--- src/rtl/spi_accel_pkg.sv ---
// Shared definitions for the SPI accelerometer target: register map,
// reset values, the writable-address list and the frame FSM states.
package spi_accel_pkg;

  // Register addresses (6-bit SPI address space).
  localparam logic [5:0] ADDR_WHO_AM_I  = 6'h0F;
  localparam logic [5:0] ADDR_CTRL_REG1 = 6'h20;
  localparam logic [5:0] ADDR_CTRL_REG2 = 6'h21;
  localparam logic [5:0] ADDR_CTRL_REG3 = 6'h22;
  localparam logic [5:0] ADDR_CTRL_REG4 = 6'h23;
  localparam logic [5:0] ADDR_CTRL_REG5 = 6'h24;
  localparam logic [5:0] ADDR_CTRL_REG6 = 6'h25;
  localparam logic [5:0] ADDR_OUT_X_L   = 6'h28;
  localparam logic [5:0] ADDR_OUT_X_H   = 6'h29;
  localparam logic [5:0] ADDR_OUT_Y_L   = 6'h2A;
  localparam logic [5:0] ADDR_OUT_Y_H   = 6'h2B;
  localparam logic [5:0] ADDR_OUT_Z_L   = 6'h2C;
  localparam logic [5:0] ADDR_OUT_Z_H   = 6'h2D;
  localparam logic [5:0] ADDR_INT1_CFG  = 6'h30;
  localparam logic [5:0] ADDR_INT2_CFG  = 6'h34;

  // Number of control registers at ADDR_CTRL_REG1 onwards.
  localparam int N_CTRL = 6;

  // Reset values of CTRL_REG1..CTRL_REG6, index 0 = CTRL_REG1.
  localparam logic [N_CTRL-1:0][7:0] CTRL_RST_VALS =
    {8'h00, 8'h00, 8'h00, 8'h00, 8'h00, 8'h07};
  localparam logic [7:0] INT_CFG_RST = 8'h00;

  // Addresses that accept writes; everything else silently drops write data.
  localparam int N_WRITABLE = 8;
  localparam logic [N_WRITABLE-1:0][5:0] WRITABLE_ADDRS =
    {ADDR_INT2_CFG, ADDR_INT1_CFG,
     ADDR_CTRL_REG6, ADDR_CTRL_REG5, ADDR_CTRL_REG4,
     ADDR_CTRL_REG3, ADDR_CTRL_REG2, ADDR_CTRL_REG1};

  // Clock cycles from a pin change to its detected edge (2 sync stages + compare).
  localparam int SYNC_LATENCY = 3;

  typedef enum logic [1:0] {
    ST_IDLE = 2'd0,
    ST_CMD  = 2'd1,
    ST_DATA = 2'd2,
    ST_HOLD = 2'd3
  } spi_state_e;

  function automatic logic is_writable(input logic [5:0] addr);
    logic hit;
    hit = 1'b0;
    for (int i = 0; i < N_WRITABLE; i++) begin
      if (addr == WRITABLE_ADDRS[i]) hit = 1'b1;
    end
    return hit;
  endfunction

endpackage

--- src/rtl/spi_pin_sync.sv ---
// Brings the asynchronous SPI pins into the CLK_50 domain and derives
// single-cycle edge strobes for CS and SCLK from the synchronized levels.
module spi_pin_sync (
  input  logic CLK_50,
  input  logic RESET_N,
  input  logic CS,
  input  logic SCLK,
  input  logic DIN,
  output logic cs_s,
  output logic din_s,
  output logic sclk_rise,
  output logic sclk_fall,
  output logic cs_fall,
  output logic cs_rise
);

  logic [1:0] cs_ff;
  logic [1:0] sclk_ff;
  logic [1:0] din_ff;
  logic       cs_d;
  logic       sclk_d;

  // Two-stage synchronizers plus one delayed copy for edge comparison.
  // CS resets to "low" so a chip select already held low across reset
  // produces no falling edge: a frame in flight is never picked up halfway.
  // NOTE: non-blocking assignments make every stage capture the previous
  // stage's old value, which is what makes this a shift chain.
  always_ff @(posedge CLK_50 or negedge RESET_N) begin
    if (!RESET_N) begin
      cs_ff   <= 2'b00;
      sclk_ff <= 2'b11;
      din_ff  <= 2'b00;
      cs_d    <= 1'b0;
      sclk_d  <= 1'b1;
    end else begin
      cs_ff   <= {cs_ff[0], CS};
      sclk_ff <= {sclk_ff[0], SCLK};
      din_ff  <= {din_ff[0], DIN};
      cs_d    <= cs_ff[1];
      sclk_d  <= sclk_ff[1];
    end
  end

  assign cs_s      = cs_ff[1];
  assign din_s     = din_ff[1];
  assign sclk_rise = sclk_ff[1] & ~sclk_d;
  assign sclk_fall = ~sclk_ff[1] & sclk_d;
  assign cs_fall   = ~cs_ff[1] & cs_d;
  assign cs_rise   = cs_ff[1] & ~cs_d;

endmodule

--- src/rtl/spi_accel_target.sv ---
// SPI (mode 3) register target of an accelerometer: 16-bit frames with
// read/auto-increment flags, control/interrupt registers, and output
// sample registers that stay frozen while a transaction is in progress.
module spi_accel_target
  import spi_accel_pkg::*;
#(
  parameter logic [7:0] WHO_AM_I_VAL = 8'h33,
  parameter int         MIN_HALF     = 4
) (
  input  logic        CLK_50,
  input  logic        RESET_N,
  input  logic        CS,
  input  logic        SCLK,
  input  logic        DIN,
  output logic        DO,
  output logic        DO_OE,
  input  logic [15:0] SAMPLE_X,
  input  logic [15:0] SAMPLE_Y,
  input  logic [15:0] SAMPLE_Z,
  input  logic        SAMPLE_VLD,
  output logic        WR_STB,
  output logic [5:0]  WR_ADDR,
  output logic [7:0]  WR_DATA,
  output logic [7:0]  CTRL_REG1,
  output logic [7:0]  CTRL_REG2,
  output logic [7:0]  CTRL_REG3,
  output logic [7:0]  CTRL_REG4,
  output logic [7:0]  CTRL_REG5,
  output logic [7:0]  CTRL_REG6
);

  // SCLK phases shorter than the sync + edge-detect latency cannot be seen reliably.
  if (MIN_HALF < SYNC_LATENCY) begin : g_min_half_check
    $error("MIN_HALF must be at least %0d", SYNC_LATENCY);
  end

  logic cs_s, din_s, sclk_rise, sclk_fall, cs_fall, cs_rise;

  spi_pin_sync u_pin_sync (
    .CLK_50    (CLK_50),
    .RESET_N   (RESET_N),
    .CS        (CS),
    .SCLK      (SCLK),
    .DIN       (DIN),
    .cs_s      (cs_s),
    .din_s     (din_s),
    .sclk_rise (sclk_rise),
    .sclk_fall (sclk_fall),
    .cs_fall   (cs_fall),
    .cs_rise   (cs_rise)
  );

  spi_state_e state_q, state_d;

  logic [2:0] bit_cnt_q;
  logic [6:0] rx_sr_q;
  logic       rw_q;
  logic       ms_q;
  logic [5:0] addr_q;
  logic [7:0] tx_sr_q;
  logic       do_q;
  logic       do_oe_q;

  logic       wr_pend_q;
  logic       wr_stb_q;
  logic [5:0] wr_addr_q;
  logic [7:0] wr_data_q;

  logic [7:0] ctrl_q [N_CTRL];
  logic [7:0] int1_q, int2_q;

  logic [15:0] out_x_q, out_y_q, out_z_q;
  logic [15:0] pend_x_q, pend_y_q, pend_z_q;
  logic        pend_vld_q;

  logic       sclk_rise_g, sclk_fall_g;
  logic       shifting, cmd_done, data_done, wr_en;
  logic [7:0] rx_byte;
  logic [5:0] rd_addr;
  logic [7:0] rd_data;

  // SCLK activity only counts while the target is selected.
  assign sclk_rise_g = sclk_rise & ~cs_s;
  assign sclk_fall_g = sclk_fall & ~cs_s;

  assign rx_byte   = {rx_sr_q, din_s};
  assign shifting  = sclk_rise_g && (state_q == ST_CMD || state_q == ST_DATA);
  assign cmd_done  = shifting && (bit_cnt_q == 3'd7) && (state_q == ST_CMD);
  assign data_done = shifting && (bit_cnt_q == 3'd7) && (state_q == ST_DATA);
  assign wr_en     = data_done && !rw_q && is_writable(addr_q);

  // The read byte is fetched either for the address just decoded or for
  // the next auto-increment address.
  assign rd_addr = cmd_done ? rx_byte[5:0] : addr_q + 6'd1;

  // Frame state register.
  always_ff @(posedge CLK_50 or negedge RESET_N) begin
    if (!RESET_N) state_q <= ST_IDLE;
    else          state_q <= state_d;
  end

  // Frame sequencing: command byte, then data bytes until CS rises.
  // NOTE: state_d is given a default before the case so that no path
  // leaves it unassigned, which would otherwise infer a latch.
  always_comb begin
    state_d = state_q;
    unique case (state_q)
      ST_IDLE: if (cs_fall)   state_d = ST_CMD;
      ST_CMD:  if (cmd_done)  state_d = ST_DATA;
      ST_DATA: if (data_done) state_d = ms_q ? ST_DATA : ST_HOLD;
      ST_HOLD: state_d = ST_HOLD;
      default: state_d = ST_IDLE;
    endcase
    if (cs_rise) state_d = ST_IDLE;
  end

  // Serial datapath: bit counting, command decode, address stepping, DO shifting.
  always_ff @(posedge CLK_50 or negedge RESET_N) begin
    if (!RESET_N) begin
      bit_cnt_q <= 3'd0;
      rx_sr_q   <= 7'd0;
      rw_q      <= 1'b0;
      ms_q      <= 1'b0;
      addr_q    <= 6'd0;
      tx_sr_q   <= 8'd0;
      do_q      <= 1'b0;
      do_oe_q   <= 1'b0;
    end else begin
      if (cs_fall) begin
        bit_cnt_q <= 3'd0;
      end else if (shifting) begin
        bit_cnt_q <= bit_cnt_q + 3'd1;
        rx_sr_q   <= rx_byte[6:0];
      end

      if (cmd_done) begin
        rw_q   <= rx_byte[7];
        ms_q   <= rx_byte[6];
        addr_q <= rx_byte[5:0];
        if (rx_byte[7]) begin
          tx_sr_q <= rd_data;
          do_oe_q <= 1'b1;
        end
      end else if (data_done && ms_q) begin
        addr_q <= addr_q + 6'd1;
        if (rw_q) tx_sr_q <= rd_data;
      end else if (do_oe_q && sclk_fall_g) begin
        do_q    <= tx_sr_q[7];
        tx_sr_q <= {tx_sr_q[6:0], 1'b0};
      end

      if (cs_rise) begin
        do_oe_q <= 1'b0;
        do_q    <= 1'b0;
      end
    end
  end

  // Write notification: address/data follow the register update, strobe one cycle later.
  always_ff @(posedge CLK_50 or negedge RESET_N) begin
    if (!RESET_N) begin
      wr_pend_q <= 1'b0;
      wr_stb_q  <= 1'b0;
      wr_addr_q <= 6'd0;
      wr_data_q <= 8'd0;
    end else begin
      wr_pend_q <= wr_en;
      wr_stb_q  <= wr_pend_q;
      if (wr_en) begin
        wr_addr_q <= addr_q;
        wr_data_q <= rx_byte;
      end
    end
  end

  // Writable register file.
  // NOTE: this small array is reset entry by entry because every entry is
  // architecturally visible with a defined reset value; it is flops, not RAM.
  always_ff @(posedge CLK_50 or negedge RESET_N) begin
    if (!RESET_N) begin
      for (int i = 0; i < N_CTRL; i++) ctrl_q[i] <= CTRL_RST_VALS[i];
      int1_q <= INT_CFG_RST;
      int2_q <= INT_CFG_RST;
    end else if (wr_en) begin
      for (int i = 0; i < N_CTRL; i++) begin
        if (addr_q == ADDR_CTRL_REG1 + 6'(i)) ctrl_q[i] <= rx_byte;
      end
      if (addr_q == ADDR_INT1_CFG) int1_q <= rx_byte;
      if (addr_q == ADDR_INT2_CFG) int2_q <= rx_byte;
    end
  end

  // Sample capture: load directly when deselected, otherwise hold the latest
  // sample pending and apply it when the transaction ends.
  always_ff @(posedge CLK_50 or negedge RESET_N) begin
    if (!RESET_N) begin
      out_x_q    <= 16'd0;
      out_y_q    <= 16'd0;
      out_z_q    <= 16'd0;
      pend_x_q   <= 16'd0;
      pend_y_q   <= 16'd0;
      pend_z_q   <= 16'd0;
      pend_vld_q <= 1'b0;
    end else begin
      if (cs_rise) pend_vld_q <= 1'b0;
      if (SAMPLE_VLD) begin
        if (cs_s) begin
          out_x_q <= SAMPLE_X;
          out_y_q <= SAMPLE_Y;
          out_z_q <= SAMPLE_Z;
        end else begin
          pend_x_q   <= SAMPLE_X;
          pend_y_q   <= SAMPLE_Y;
          pend_z_q   <= SAMPLE_Z;
          pend_vld_q <= 1'b1;
        end
      end else if (cs_rise && pend_vld_q) begin
        out_x_q <= pend_x_q;
        out_y_q <= pend_y_q;
        out_z_q <= pend_z_q;
      end
    end
  end

  // Read map; unmapped addresses return zero.
  always_comb begin
    rd_data = 8'h00;
    case (rd_addr)
      ADDR_WHO_AM_I:  rd_data = WHO_AM_I_VAL;
      ADDR_CTRL_REG1: rd_data = ctrl_q[0];
      ADDR_CTRL_REG2: rd_data = ctrl_q[1];
      ADDR_CTRL_REG3: rd_data = ctrl_q[2];
      ADDR_CTRL_REG4: rd_data = ctrl_q[3];
      ADDR_CTRL_REG5: rd_data = ctrl_q[4];
      ADDR_CTRL_REG6: rd_data = ctrl_q[5];
      ADDR_OUT_X_L:   rd_data = out_x_q[7:0];
      ADDR_OUT_X_H:   rd_data = out_x_q[15:8];
      ADDR_OUT_Y_L:   rd_data = out_y_q[7:0];
      ADDR_OUT_Y_H:   rd_data = out_y_q[15:8];
      ADDR_OUT_Z_L:   rd_data = out_z_q[7:0];
      ADDR_OUT_Z_H:   rd_data = out_z_q[15:8];
      ADDR_INT1_CFG:  rd_data = int1_q;
      ADDR_INT2_CFG:  rd_data = int2_q;
      default:        rd_data = 8'h00;
    endcase
  end

  assign DO        = do_q;
  assign DO_OE     = do_oe_q;
  assign WR_STB    = wr_stb_q;
  assign WR_ADDR   = wr_addr_q;
  assign WR_DATA   = wr_data_q;
  assign CTRL_REG1 = ctrl_q[0];
  assign CTRL_REG2 = ctrl_q[1];
  assign CTRL_REG3 = ctrl_q[2];
  assign CTRL_REG4 = ctrl_q[3];
  assign CTRL_REG5 = ctrl_q[4];
  assign CTRL_REG6 = ctrl_q[5];

endmodule

--- config.mk ---
export PLATFORM = sky130hd
export DESIGN_NAME = spi_accel_target
export DESIGN_NICKNAME = d
export VERILOG_FILES = /design/src/rtl/spi_accel_pkg.sv /design/src/rtl/spi_pin_sync.sv /design/src/rtl/spi_accel_target.sv
export SDC_FILE = /design/constraint.sdc
export NUM_CORES = 1
export LEC_CHECK = 0
export ABC_AREA = 1
export CAP_MARGIN = 20
export CORE_MARGIN = 5
export CORE_UTILIZATION = 32
export DETAILED_ROUTE_END_ITERATION = 7
export PLACE_DENSITY = 0.53
export SLEW_MARGIN = 20
export SYNTH_ARGS = -nofsm -noshare
export SYNTH_HDL_FRONTEND = slang
export SYNTH_SLANG_ARGS = --single-unit
--- constraint.sdc ---
create_clock -name CLK_50 -period 2.4 [get_ports CLK_50]
set_input_delay 0.36 -clock CLK_50 [delete_from_list [all_inputs] [get_ports CLK_50]]
set_output_delay 0.36 -clock CLK_50 [all_outputs]
set_load 0.02 [all_outputs]
==> run summary <==
### Run status
* **run status** complete, but fails checks
* **violated checks** setup timing

### Power and ir drop
* **sw power** 2.50 mW
* **cell internal power dissipation** 7.31 mW
* **worst ir drop on vdd** 0.474 mV
* **Leakage** 6.27 nW
* **proportion of total power due to net switching** 0.255
* **sum of internal, switching and leakage power** 9.81 mW
* **total power per unit cell area** 705 nW/um2
* **sequential cell fraction of total power** 0.422
* **Clock power frac** 0.449
* **Comb power frac** 0.130

### Clock network
* **Clock Sinks** 215
* **source-to-sink clock delay at the later pin of the worst-skew pair** 0.53 ns
* **CTS Buf Count** 26
* **Clock H-tree levels** 1
* **clock root buffer** clkbuf_16
* **CTS tree** built
* **clock input transition at the sequential cells of the worst setup and hold paths** 0.06 ns
* **number of buffers on the longest clock path** 3

### Setup path
* **depth of the worst register-to-register path** 18
* **arrival time of the worst setup path** 2.92 ns
* **kind of capture point of the worst setup path** flip-flop
* **launching point of the worst reg2reg path** state_q[1]$_DFFE_PN0P_
* **capture instance of the worst register-to-register path** tx_sr_q[4]$_DFFE_PN0P_
* **cell with the biggest individual delay on the critical path** dfrtp_1
* **Most common cell on crit path** nand2_2
* **worst reg-to-reg setup slack** -0.06 ns
* **kind of start point of the critical path** flip-flop
* **highest fanout seen on the critical path** 8
* **Crit Path Class** reg2reg
* **cell family contributing the most delay on the critical path** simple AND/OR/NAND/NOR gates
* **combined buffer and inverter count along the critical path** 4
* **Data required, critical path** 2.86 ns
* **delay of the slowest critical-path stage** 0.36 ns
* **cell count along the critical path** 18
* **cells along the critical path** inv_2 > ha_4 > nand2_4 > inv_4 > nand4_4 > nand2_2 > o21ai_4 > nor2_4 > buf_12 > buf_16 > nand2_2 > nand2_2 > nor2_2 > nand2_2 > nor2_4 > nor2_8 > nand2_1 > a21oi_2

### Detailed routing
* **mean routed wirelength per cell** 17.2 um
* **vias after detailed routing** 8687
* **total wire length** 30.6 mm
* **DRC marker count from the first detailed-route iteration** 695
* **first drt pass iteration count** 5
* **vias per std cell** 4.89
* **number of design rule violations left after detail routing** 0
* **number of nets with antenna violations after routing** 0

### Yosys
* **Syn. warnings** 0
* **EDFF count, synth** 0
* **Post-Synth Simple-Gate Area** 0.233
* **top flip-flop cell by instance count after synthesis** dfrtp_1
* **fraction of the mapped netlist area in compound gates** 0.110
* **Seq cells post-synth** 215
* **dominant combinational cell family by area after synthesis** simple AND/OR/NAND/NOR gates
* **FFs w/ async S/R, synth** 1.00
* **number of distinct standard cells referenced by the synthesized netlist** 32
* **mean cell area of the mapped netlist** 8.66 um2
* **Synth Net Count** 1243
* **Seq/Total Area, Yosys** 0.529
* **netlist area before placement** 10200 um2
* **fraction of synthesized cell area in xor and xnor cells** 0.000860
* **proportion of synthesized area in mux cells** 0.0480
* **Synth Instances** 1176
* **adder-cell share of the synthesized area** 0.0160

### Cells and area
* **Filler Cell Count** 3097
* **fraction of final layout cells sized beyond drive strength 1** 0.193
* **post-layout instance area** 13900 um2
* **net count reported at finish** 1421
* **post-route core utilization** 0.443
* **Area growth syn-to-layout** 36.8%
* **non-filler instance count after layout** 1775
* **diode insertion count for antenna repair** 0
* **most common cell after layout, fill and taps aside** nand2_1
* **most frequent cells in the layout** 239 x nand2_1, 209 x dfrtp_1, 116 x clkdlybuf4s50_1

### Floorplanning
* **area of the placeable core** 31500 um2
* **Die X-Extent** 188 um
* **number of rows created at floorplan** 65
* **Die Area** 35500 um2
* **count of pins on the block boundary** 119
* **overall die height** 188 um
* **starting density of the core** 0.324

### Placement
* **buffers added on ports** 118
* **dpl cell area** 12200 um2
* **final HPWL from detailed placement** 21.0 mm
* **# placed instances** 1698
* **routability congestion estimate** 0.859
* **worst setup slack after placement** -0.167 ns

### STA
* **worst max-slew margin expressed relative to the limit** 0.557
* **Slew Limit Fails** 0
* **Post-Route Hold Slack** 0.248 ns
* **worst-case clock skew** 0.0106 ns
* **Final min period** 2.46 ns
* **total of endpoints with negative setup slack in the final report** 8
* **min setup slack post-route** -0.0592 ns
* **maximum clock frequency** 407 MHz
* **final clock period utilization by the worst path** 1.02
* **RSZ-0062 raised after global routing** yes
* **slew at the pin closest to its max-slew limit** 0.664 ns
* **final sum of negative setup slack** -0.340 ns
* **final hold viol count** 0

### Worst hold path
* **Min-Delay Endpoint** u_pin_sync.sclk_ff[0]$_DFF_PN1_
* **type of the worst min-delay path** in2reg
* **worst hold path stage count** 1
* **Min-Delay Startpoint** SCLK

### GRT
* **global-route wire length before repair** 47.7 mm
* **Overall Global Routing Usage** 0.166
* **via count of the first global-routing pass** 8363
* **number of antenna violations at the first check in global routing** 0
* **maximum number of pins on one net before global-route repair** 97
* **gr ovfl total** 0

### Run
* **max-cap violation count** 0

-- flip-flops by register name, summed over array words and instances (netlist names), 16 cells and up --
signal,count
out_x_q,16
pend_z_q,16
out_z_q,16
out_y_q,16
pend_x_q,16
pend_y_q,16
-- cells in the mapped netlist (10+ instances only) --
| library cell | instances | share of area |
|---|---|---|
| inv_1 | 78 | 0.029 |
| o21ai_0 | 98 | 0.048 |
| nand3_1 | 113 | 0.056 |
| dfrtp_1 | 209 | 0.51 |
| nand2_2 | 14 | 0.0086 |
| nor2_1 | 88 | 0.032 |
| mux2_2 | 23 | 0.025 |
| mux2i_1 | 23 | 0.023 |
| nand2_1 | 261 | 0.096 |
| clkbuf_1 | 29 | 0.011 |
| nand4_1 | 25 | 0.015 |
| a21oi_1 | 61 | 0.030 |
| buf_1 | 10 | 0.0037 |
| o21ai_1 | 54 | 0.027 |
| ha_1 | 13 | 0.016 |
| buf_2 | 12 | 0.0059 |
| nor2_2 | 12 | 0.0074 |
-- power by group through the flow --
| stage | Sequential, mW | Clock, mW | Combinational (mW) |
|---|---|---|---|
| floorplan | 4.13 | 0 | 0.619 |
| global placement | 4.19 | 0 | 1.13 |
| global route | 4.17 | 4.67 | 1.42 |
| CTS | 4.13 | 4.52 | 1.21 |
| detailed placement | 4.20 | 0 | 1.15 |
| finish | 4.14 | 4.40 | 1.27 |
-- worst max path at each step --
stage,from,to,slack (ns)
3_3_place_gp,state_q[1]$_DFFE_PN0P_,tx_sr_q[5]$_DFFE_PN0P_,-0.09
4_1_cts,state_q[0]$_DFFE_PN0P_,tx_sr_q[0]$_DFFE_PN0P_,-0.03
5_1_grt,state_q[1]$_DFFE_PN0P_,tx_sr_q[4]$_DFFE_PN0P_,-0.19
6_report,state_q[1]$_DFFE_PN0P_,tx_sr_q[4]$_DFFE_PN0P_,-0.06
2_1_floorplan,bit_cnt_q[0]$_DFFE_PN0P_,tx_sr_q[2]$_DFFE_PN0P_,0.15
3_5_place_dp,state_q[1]$_DFFE_PN0P_,tx_sr_q[7]$_DFFE_PN0P_,-0.17
-- repair_timing --
action,in CTS,in global routing
hold buffers,1,0
gates cloned,3,8
setup endpoints to repair,10,72
hold endpoints to repair,69,0
buffers inserted,8,10
gates resized for setup,32,50
pin swaps,13,20
-- layer usage --
| layer | wire length (um) | track usage |
|---|---|---|
| met1 | 14900 | 0.250 |
| met2 | 13600 | 0.254 |
| met3 | 1650 | 0.0258 |
| met4 | 531 | 0.0345 |
| met5 | 0 | 0 |
-- kinds of logic (layout without fill, tap and decap cells) --
family                   Yosys count  count (layout)
AND/OR/NAND/NOR                  531             532
multiplexers                      46              46
adder cells (fa/ha/maj)           13              13
buffers and inverters            150             346
AO/OA/AOI/OAI                    220             220
flip-flops                       215             215
XOR/XNOR                           1               1
-- final cells by class --
type | count | area [um2] | area share
tap | 402 | 503 | 0.0361
multi-input combinational | 812 | 4440 | 0.319
timing repair buffer | 213 | 2290 | 0.164
clock buffer | 36 | 759 | 0.0545
inverter | 86 | 333 | 0.0239
clock inverter | 11 | 216 | 0.0155
sequential | 215 | 5390 | 0.387
No activity file was read; power rests on OpenSTA's default activity.
